[src/rtl/prince_cfb_pkg.sv]
// Shared types and helpers for the PRINCE CFB-64 sequencer.
// Slice widths, state encoding and slice selection.
package prince_cfb_pkg;

  localparam int SEG_W      = 16;
  localparam int BLK_W      = 64;
  localparam int NUM_SLICES = 4;

  typedef enum logic [1:0] {
    IDLE,
    GEN,
    XOR,
    DRAIN
  } state_e;

  function automatic logic [SEG_W-1:0] slice_sel(
    input logic [BLK_W-1:0] blk,
    input logic [1:0]       idx
  );
    return blk[SEG_W*int'(idx) +: SEG_W];
  endfunction

endpackage

[src/rtl/prince_cfb_ctrl.sv]
// CFB-64 sequencer around a 16-bit-slice PRINCE core.
// Generates a keystream block, then XORs it over four stream words.
module prince_cfb_ctrl
  import prince_cfb_pkg::*;
#(
  parameter int TIMEOUT_CYC = 64
) (
  input  logic        clk,
  input  logic        rst_n,
  input  logic        decrypt,
  input  logic        iv_load,
  input  logic [63:0] iv,
  input  logic        s_valid,
  output logic        s_ready,
  input  logic [15:0] s_data,
  input  logic        s_last,
  output logic        m_valid,
  input  logic        m_ready,
  output logic [15:0] m_data,
  output logic        m_last,
  output logic        core_start,
  output logic        core_encrypt,
  output logic [1:0]  core_idx,
  output logic [15:0] core_din,
  input  logic        core_done,
  input  logic [15:0] core_dout,
  output logic        busy,
  output logic        err_timeout
);

  localparam int TW = $clog2(TIMEOUT_CYC + 1);

  state_e           state_q, state_d;
  logic [BLK_W-1:0] fb_q, fb_d;
  logic [BLK_W-1:0] e_q, e_d;
  logic [BLK_W-1:0] piv_q, piv_d;
  logic [1:0]       slice_q, slice_d;
  logic [1:0]       w_q, w_d;
  logic [1:0]       cidx_q, cidx_d;
  logic             dec_q, dec_d;
  logic             pdec_q, pdec_d;
  logic             err_q, err_d;
  logic             wait_q, wait_d;
  logic             cs_q, cs_d;
  logic             mv_q, mv_d;
  logic             ml_q, ml_d;
  logic [SEG_W-1:0] md_q, md_d;
  logic [SEG_W-1:0] cdin_q, cdin_d;
  logic [TW-1:0]    tcnt_q, tcnt_d;

  logic             acc;
  logic             tmo;
  logic             load;
  logic             load_dec;
  logic [BLK_W-1:0] load_iv;
  logic [1:0]       slot;
  logic [SEG_W-1:0] ow;

  assign core_encrypt = 1'b1;
  assign core_start   = cs_q;
  assign core_idx     = cidx_q;
  assign core_din     = cdin_q;
  assign m_valid      = mv_q;
  assign m_data       = md_q;
  assign m_last       = ml_q;
  assign err_timeout  = err_q;
  assign busy         = (state_q != IDLE);

  assign s_ready = (state_q == XOR) & ~iv_load
                 & (~mv_q | m_ready);
  assign acc     = s_valid & s_ready;
  assign tmo     = wait_q & ~core_done
                 & (tcnt_q == TW'(TIMEOUT_CYC - 1));

  always_comb begin
    state_d  = state_q;
    fb_d     = fb_q;
    e_d      = e_q;
    piv_d    = piv_q;
    slice_d  = slice_q;
    w_d      = w_q;
    cidx_d   = cidx_q;
    cdin_d   = cdin_q;
    dec_d    = dec_q;
    pdec_d   = pdec_q;
    err_d    = err_q;
    wait_d   = wait_q;
    cs_d     = 1'b0;
    mv_d     = mv_q;
    ml_d     = ml_q;
    md_d     = md_q;
    tcnt_d   = wait_q ? tcnt_q + 1'b1 : '0;
    load     = 1'b0;
    load_iv  = iv;
    load_dec = decrypt;
    slot     = 2'd3 - w_q;
    ow       = s_data ^ slice_sel(e_q, slot);

    // Output register drains regardless of state.
    if (acc) begin
      mv_d = 1'b1;
      md_d = ow;
      ml_d = s_last;
    end else if (m_ready) begin
      mv_d = 1'b0;
    end

    if (iv_load) err_d = 1'b0;

    case (state_q)
      IDLE: load = iv_load;
      GEN: begin
        if (iv_load) begin
          if (wait_q && !core_done) begin
            state_d = DRAIN;
            piv_d   = iv;
            pdec_d  = decrypt;
          end else begin
            load = 1'b1;
          end
        end else if (wait_q) begin
          if (core_done) begin
            e_d[SEG_W*int'(slice_q) +: SEG_W] = core_dout;
            wait_d = 1'b0;
            if (slice_q == 2'd0) begin
              state_d = XOR;
              w_d     = 2'd0;
              slice_d = 2'd3;
            end else begin
              slice_d = slice_q - 1'b1;
            end
          end else if (tmo) begin
            err_d   = 1'b1;
            wait_d  = 1'b0;
            state_d = IDLE;
          end
        end else begin
          cs_d   = 1'b1;
          cidx_d = slice_q;
          cdin_d = slice_sel(fb_q, slice_q);
          wait_d = 1'b1;
        end
      end
      XOR: begin
        if (iv_load) begin
          load = 1'b1;
        end else if (acc) begin
          fb_d[SEG_W*int'(slot) +: SEG_W] =
            dec_q ? s_data : ow;
          if (s_last) begin
            state_d = IDLE;
          end else if (w_q == 2'd3) begin
            state_d = GEN;
            w_d     = 2'd0;
          end else begin
            w_d = w_q + 1'b1;
          end
        end
      end
      DRAIN: begin
        if (iv_load) begin
          piv_d  = iv;
          pdec_d = decrypt;
        end
        // Abandoned result (or its timeout) releases the pending IV.
        if (core_done || tmo) begin
          load     = 1'b1;
          load_iv  = piv_d;
          load_dec = pdec_d;
        end
      end
      default: state_d = IDLE;
    endcase

    if (load) begin
      fb_d    = load_iv;
      dec_d   = load_dec;
      slice_d = 2'd3;
      w_d     = 2'd0;
      wait_d  = 1'b0;
      tcnt_d  = '0;
      state_d = GEN;
    end
  end

  always_ff @(posedge clk or negedge rst_n) begin
    if (!rst_n) begin
      state_q <= IDLE;
      fb_q    <= '0;
      e_q     <= '0;
      piv_q   <= '0;
      slice_q <= 2'd3;
      w_q     <= 2'd0;
      cidx_q  <= 2'd0;
      cdin_q  <= '0;
      dec_q   <= 1'b0;
      pdec_q  <= 1'b0;
      err_q   <= 1'b0;
      wait_q  <= 1'b0;
      cs_q    <= 1'b0;
      mv_q    <= 1'b0;
      ml_q    <= 1'b0;
      md_q    <= '0;
      tcnt_q  <= '0;
    end else begin
      state_q <= state_d;
      fb_q    <= fb_d;
      e_q     <= e_d;
      piv_q   <= piv_d;
      slice_q <= slice_d;
      w_q     <= w_d;
      cidx_q  <= cidx_d;
      cdin_q  <= cdin_d;
      dec_q   <= dec_d;
      pdec_q  <= pdec_d;
      err_q   <= err_d;
      wait_q  <= wait_d;
      cs_q    <= cs_d;
      mv_q    <= mv_d;
      ml_q    <= ml_d;
      md_q    <= md_d;
      tcnt_q  <= tcnt_d;
    end
  end

endmodule

[config.mk]
export PLATFORM = sky130hd
export DESIGN_NAME = prince_cfb_ctrl
export DESIGN_NICKNAME = d
export VERILOG_FILES = /design/src/rtl/prince_cfb_pkg.sv /design/src/rtl/prince_cfb_ctrl.sv
export SDC_FILE = /design/constraint.sdc
export NUM_CORES = 1
export LEC_CHECK = 0
export CAP_MARGIN = 0
export CORE_UTILIZATION = 30
export DETAILED_ROUTE_END_ITERATION = 10
export SYNTH_ARGS = -nofsm -noshare
export SYNTH_HDL_FRONTEND = slang
export SYNTH_SLANG_ARGS = --single-unit
[constraint.sdc]
create_clock -name clk -period 7.15 [get_ports clk]
set_input_delay 1.7875 -clock clk [delete_from_list [all_inputs] [get_ports clk]]
set_output_delay 1.7875 -clock clk [all_outputs]
set_load 0.005 [all_outputs]
; Word-level counts from Yosys, hierarchy flattened
; Cells that the tools add are included.
[totals]
regBits = 246
romBits = 0
inputBits = 104
n_memories = 0
elab_cells = 153
out_inout_bits = 41
ram_bits = 0
latchBits = 0
[op_classes]
n_eq_ne = 20
n_mul = 0
reduce_logical = 22
n_addsub = 6
shift = 6
muxes = 71
div = 0
magnitude_cmp = 0
bitwise = 11
[op_table]
columns = op, count
row1 = $mux 64, 9
row2 = $bwmux 64, 2
row3 = $pmux 64 s2, 1
row4 = $shift 16x33->64 const A, 2
row5 = $shiftx 16x33->64, 2
row6 = $shiftx 64x7->16, 2
row7 = $neg 6->33, 2
row8 = $mux 2, 26
row9 = $mux 1, 26
row10 = $ne 3x3->1 const B, 7
row11 = $mux 16, 1
row12 = $reduce_and 8->1, 2
row13 = $reduce_bool 2->1, 8
row14 = $xor 16x16->16, 1
row15 = $mux 7, 2
row16 = $ne 5x5->1 const B, 2
row17 = $reduce_and 3->1, 3
row18 = $ne 4x4->1 const B, 2
row19 = $pmux 2 s2, 2
row20 = $reduce_and 4->1, 2
row21 = $add 7x1->7 const B, 1
row22 = $eq 7x6->1 const B, 1
row23 = $eq 2x2->1 const B, 3
row24 = $and 1x1->1, 5
row25 = other kinds (17), 22

; Longest topological paths before layout
; Gate-level depths: netlist of run 1.
[depth]
word_depth = 10
mapped_depth = 10
depth_no_buf = 7

; Worst setup path after synthesis of run 1
; OpenSTA, ideal clock, no wires.
[synth_timing]
path_kind = input -> output
startpoint = input port iv_load
endpoint = output port s_ready
n_path_buf = 0
required_ns = 5.362
stages = 2
arrival_ns = 2.284
setup_slack_ns = 3.079
cell_sequence = nor3b_2 and2_1
[synth_between]
elab_chain_len = 3
[synth_rtl]
columns = item, line_no
row1 = start: declaration, prince_cfb_ctrl.sv:11  ; input logic iv_load,
row2 = $not 1->1 (no source line), -
row3 = $and 1x1->1, prince_cfb_ctrl.sv:69  ; assign s_ready = (state_q == XOR) & ~iv_load
row4 = $and 1x1->1, prince_cfb_ctrl.sv:70  ; & (~mv_q | m_ready);
row5 = end: declaration, prince_cfb_ctrl.sv:14  ; output logic s_ready,
; Every way passes these cells.

; Worst setup path in the final report of run 1
; Same ends and word-level chain as after synthesis.

==> results of run 1 <==
[cells by family (layout without fill, tap and decap cells)]
logic type      after synthesis  count (layout)
buf+inv                      90             218
xor+xnor                     37              37
simple gates                433             433
flops                       246             246
fa+ha+maj                    10              10
compound gates              232             232
mux                         119             119
other cells                   1               3
[cell type report]
class | instances | share of cell area
multi-input cells | 832 | 0.390
clock inverters | 12 | 0.0120
well taps | 532 | 0.0430
diodes | 2 | 0.000324
repair buffers | 156 | 0.100
flip-flops and latches | 246 | 0.398
inverters | 8 | 0.00194
clock buffers | 42 | 0.0546
[synth_stat cells, drive strengths merged (2+ instances only)]
cell,instances
a41oi,65
a21oi,4
nand4,5
nor3,3
a21o,2
mux2i,3
mux2,84
a31oi,2
and4b,2
nor2b,2
and2,2
xor2,2
or2,50
clkbuf,39
nand2b,20
ha,10
buf,43
nor2,86
nand2,227
mux4,32
o211ai,2
and3,3
o21ai,151
inv,8
xnor2,35
dfrtp,244
and2b,15
nand3,12
dfstp,2
[sequential cells by signal (all words and copies together) (netlist names), 7 cells and up]
name,count
m_data,16
fb_q,64
core_din,16
piv_q,64
tcnt_q,7
e_q,64
[power by group]
group | total (mW) | switching, mW | internal [mW] | leakage, nW
Combinational | 2.04 | 0.945 | 1.09 | 2.37
Clock | 1.59 | 0.618 | 0.968 | 0.511
Sequential | 2.27 | 0.335 | 1.93 | 3.06
[worst max-delay path by stage]
stage / end / startpoint / slack [ns] / depth (start not counted)
final: s_ready / iv_load / 1.63 / 4
after global routing: s_ready / iv_load / 1.53 / 4
after CTS: s_ready / iv_load / 1.65 / 4
after detailed placement: s_ready / iv_load / 1.65 / 4
after global placement: s_ready / iv_load / 1.72 / 4
after floorplan: s_ready / iv_load / 3.08 / 2
[layer usage]
metal | global-route usage | routed length [um]
met5 | 0 | 11
met4 | 0.0422 | 600
met3 | 0.0273 | 1750
met2 | 0.262 | 16200
met1 | 0.234 | 16600
[per-stage QoR]
stage,std cells,cell area [um2],util
CTS,1828,15500,0.376
global placement,1774,14400,0.351
floorplan,1168,12600,-
finish,1830,15500,0.376
detailed placement,1774,14400,0.351
global route,1829,15500,0.376
[critical path, delay by kind of cell]
kind,cells,cell delay [ns]
buffers and inverters,2,1.22
and+or+nand+nor,2,0.72
==> reports/results.txt, run 1 <==
post-detailed-routing wire length - 35.2 mm
max cap viols - 0
Setup Slack @ Placement - 1.65 ns
Mapped Cells - 1168
Initial DRT Pass Iterations - 8
Compound-Gate Fraction of Synth Area - 0.137
Worst EP arrival - 3.73 ns
initial DRC count - 625
Filler cells - 4063
synth unique cells - 59
Clock Latency Late Sink - 0.57 ns
Top FF cell, synth - dfrtp_1
top cells by area, synth - dfrtp_1, mux2_2, nand2_1
CP max-delay cell - clkdlybuf4s50_1
critical path class - input pin to output pin
boundary pin count - 145
Worst Hold Depth - 1
Area growth, synth to finish - 22.6%
Final period util - 0.772
EDFF count, synth - 0
Clk pin slew, worst setup/hold paths - 0.06 ns
die area - 0.0429 mm2
DP Wirelength - 22.7 mm
Die Y - 207 um
leading cell type in the layout, fill and taps excluded - dfrtp_1
unrepaired setup endpoints after global routing - no
layout cells sized above 1 - 0.204
final setup fails - 0
Hold Path Sink - tcnt_q[0]
Max stage delay on crit path - 0.72 ns
worst reg2reg path endpoint - fb_q[48]
Final Hold Fails - 0
largest area contributor in the netlist - dfrtp_1
Mapped Nets - 1282
adder-cell share of the synthesized area - 0.00992
clk sinks - 246
Slew @ Worst Pin - 1.10 ns
main combinational cell family by area after synthesis - simple AND/OR/NAND/NOR gates
worst reg-to-reg path cell count - 6
Final Skew - 0.0207 ns
hold_buf cts - 0
row cnt - 74
Max clock buf depth - 3
setup ws final - 1.63 ns
VDD IR-drop max - 161 uV
failing checks - DRC
die width - 207 um
critical-path cell list - clkdlybuf4s50_1 > nor3b_2 > and2_1 > clkdlybuf4s50_1
largest net degree at the start of global routing - 141
Yosys top cell area share - 0.484
DR vias/cell - 5.02
status - finished with violations
Worst R2R Start - w_q[1]
DR vias - 9181
Tot Pwr - 5.89 mW
setup TNS - 0 ns
number of global-route vias before repair - 9388
initial antenna violation count - 3
fmax - 181 MHz
nets@finish - 1387
CP Max Fanout - 15
residual DRC count - 24
Crit path top cell by count - clkdlybuf4s50_1
leakage - 5.94 nW
footprint of the multi-input gates - 0.00603 mm2
total grt overflow - 0
HP Start - tcnt_q[0]
Reg2Reg Setup Slack - 3.77 ns
Worst Hold Class - register to register
Crit path required time - 5.36 ns
ys async rst share - 1.00
CTS Buf Count - 29
htree depth - 1
FF+latch area - 0.00616 mm2
max-slew violations - 0
mux cell area share after synthesis - 0.135
commonest non-fill, non-tap cells in the layout - dfrtp_1, nand2_1, clkdlybuf4s50_1, o21ai_0, mux2_2
Clock Tree Root - clkbuf_16
crit path launch type - input pin
Synth Cell Area - 0.0126 mm2
number of synthesized register bits - 246
first-pass GRT wire length - 56.0 mm
yosys warns - 0
Synth Area in XOR/XNOR - 0.0334
Syn Area/Cell - 10.8 um2
post-synthesis sequential area ratio - 0.488
relative slew slack - 0.263
Detail Route Antenna Nets - 0
Core Area - 0.0411 mm2
number of setup buffers added after CTS - 0
pwr dens - 381 mW/mm2
TritonCTS clock tree - done
Simple-Gate Fraction of Synth Area - 0.161
wire length per cell - 19.2 um
gpl congestion - 0.775
Final min period - 5.52 ns
final hold slack - 0.462 ns
crit path capture type - output pin
# port buffers - 143
CTS resizes - 0
Initial Utilization - 0.307
gr usage total - 0.165
No activity file was read; power rests on OpenSTA's default activity.
==> inputs of run 2 (changes only) <==
==> constraint.sdc (replaced) <==
create_clock -name clk -period 4.4 [get_ports clk]
set_input_delay 1.1 -clock clk [delete_from_list [all_inputs] [get_ports clk]]
set_output_delay 1.1 -clock clk [all_outputs]
set_load 0.005 [all_outputs]
==> reports/results.txt, run 2 (synthesis results as in run 1) <==
DP Wirelength - 23.4 mm (+3.2%)
pwr dens - 612 mW/mm2 (+61%)
biggest regs - e_q: 64 flops, fb_q: 64 flops, piv_q: 64 flops
commonest non-fill, non-tap cells in the layout - dfrtp_1, nand2_1, clkdlybuf4s50_1, o21ai_0, mux2_2
Detail Route Antenna Nets - 0 (unchanged)
wire length per cell - 19.3 um (+0.36%)
critical path class - input pin to output pin
relative slew slack - 0.367 (+0.105)
Area growth, synth to finish - 23.2%
leading cell type in the layout, fill and taps excluded - dfrtp_1
final hold slack - 0.463 ns (+0.00149 ns)
row cnt - 74 (unchanged)
Final Hold Fails - 0 (unchanged)
DR vias - 9248 (+0.73%)
Area after DPL - 0.0146 mm2 (+0.87%)
max-slew violations - 0 (unchanged)
gr usage total - 0.168 (+0.00246)
crit path capture type - output pin
Worst EP arrival - 2.62 ns (-1.11 ns)
Final Core Density - 0.378 (+0.00180)
Final period util - 0.844
status - finished with violations
Worst Hold Depth - 1 (unchanged)
max cap viols - 0 (unchanged)
Reg2Reg Setup Slack - 1.63 ns (-2.14 ns)
Max clock buf depth - 3 (unchanged)
number of global-route vias before repair - 9605 (+2.3%)
Clock Tree Root - clkbuf_16
Final min period - 3.72 ns
htree depth - 1 (unchanged)
crit path launch type - input pin
worst reg-to-reg path cell count - 6 (unchanged)
largest net degree at the start of global routing - 113 (-20%)
leakage - 5.99 nW (+0.80%)
Worst R2R Start - slice_q[1]
Crit path required time - 3.30 ns (-2.06 ns)
final setup fails - 0 (unchanged)
first-pass GRT wire length - 56.6 mm (+1.1%)
fmax - 269 MHz
CP max-delay cell - clkdlybuf4s50_1
Hold Path Sink - tcnt_q[0]
post-detailed-routing wire length - 35.6 mm (+1.1%)
delay-heaviest family, CP - buffers and inverters
post-route cell area - 0.0155 mm2 (+0.48%)
Max stage delay on crit path - 0.50 ns (-0.22 ns)
# port buffers - 143 (unchanged)
HP Start - tcnt_q[0]
die width - 207 um (unchanged)
Crit path top cell by count - clkdlybuf4s50_1
total grt overflow - 0 (unchanged)
die area - 0.0429 mm2 (unchanged)
layout cells sized above 1 - 0.211 (+0.00621)
Clock Latency Late Sink - 0.57 ns (about the same)
CP Max Fanout - 7 (-8)
CTS Buf Count - 29 (unchanged)
TritonCTS clock tree - done
nets@finish - 1402 (+1.1%)
Core Area - 0.0411 mm2 (unchanged)
critical-path cell list - clkdlybuf4s50_1 > nor3b_2 > and2_1 > clkdlybuf4s50_1
initial antenna violation count - 1 (-2)
Initial Utilization - 0.307 (unchanged)
VDD IR-drop max - 297 uV (+85%)
boundary pin count - 145 (unchanged)
unrepaired setup endpoints after global routing - no
Slew @ Worst Pin - 0.949 ns (-0.155 ns)
WP buf/inv - 2 (unchanged)
DR vias/cell - 5.02 (about the same)
Worst Setup SP - iv_load
failing checks - DRC
Die Y - 207 um (unchanged)
Initial DRT Pass Iterations - 8 (unchanged)
Final Skew - 0.0107 ns (-0.0100 ns)
residual DRC count - 24 (unchanged)
CTS resizes - 0 (unchanged)
number of setup buffers added after CTS - 0 (unchanged)
clk sinks - 246 (unchanged)
initial DRC count - 632 (+1.1%)
setup TNS - 0 ns (unchanged)
gpl congestion - 0.790 (+1.9%)
worst reg2reg path endpoint - e_q[2]
Worst Hold Class - register to register
hold_buf cts - 0 (unchanged)
Clk pin slew, worst setup/hold paths - 0.06 ns (about the same)
[run 2: how the worst max path moves through the flow]
| stage | to | slack [ns] | cells after the start |
|---|---|---|---|
| after floorplan | s_ready | 1.70 | 2 |
| after global placement | s_ready | 0.71 | 4 |
| after detailed placement | s_ready | 0.70 | 4 |
| after CTS | s_ready | 0.69 | 4 |
| after global routing | s_ready | 0.63 | 4 |
| final | s_ready | 0.68 | 4 |
[run 2: routing by layer]
metal  routed length (um)  track usage  share of wire
met1                16600        0.234           0.47
met2                16100        0.263           0.45
met5                    0            0              0
met3                 2100       0.0338          0.059
met4                  733       0.0468          0.021
[run 2: metrics by stage]
step	power (mW)	instances	setup WS (ns)
after detailed placement	7.10	1789	0.696
after floorplan	5.88	1168	1.70
after global placement	6.99	1789	0.713
after CTS	9.62	1842	0.693
final	9.51	1843	0.685
after global routing	10.1	1842	0.629
[run 2: layout make-up]
cell class                      count  area [um2]
Antenna cell                        1        2.50
Clock buffer                       44         842
Clock inverter                      9         139
Fill cell                        4043       25600
Inverter                            8        30.0
Multi-Input combinational cell    832        6030
Sequential cell                   246        6160
Tap cell                          532         666
Timing Repair Buffer              171        1670
[run 2: where the power goes]
part / total [mW] / leakage, nW / internal [mW] / switching, mW
registers: 3.67 / 3.06 / 3.14 / 0.530
logic: 3.36 / 2.44 / 1.80 / 1.56
clock network: 2.49 / 0.483 / 1.50 / 0.990
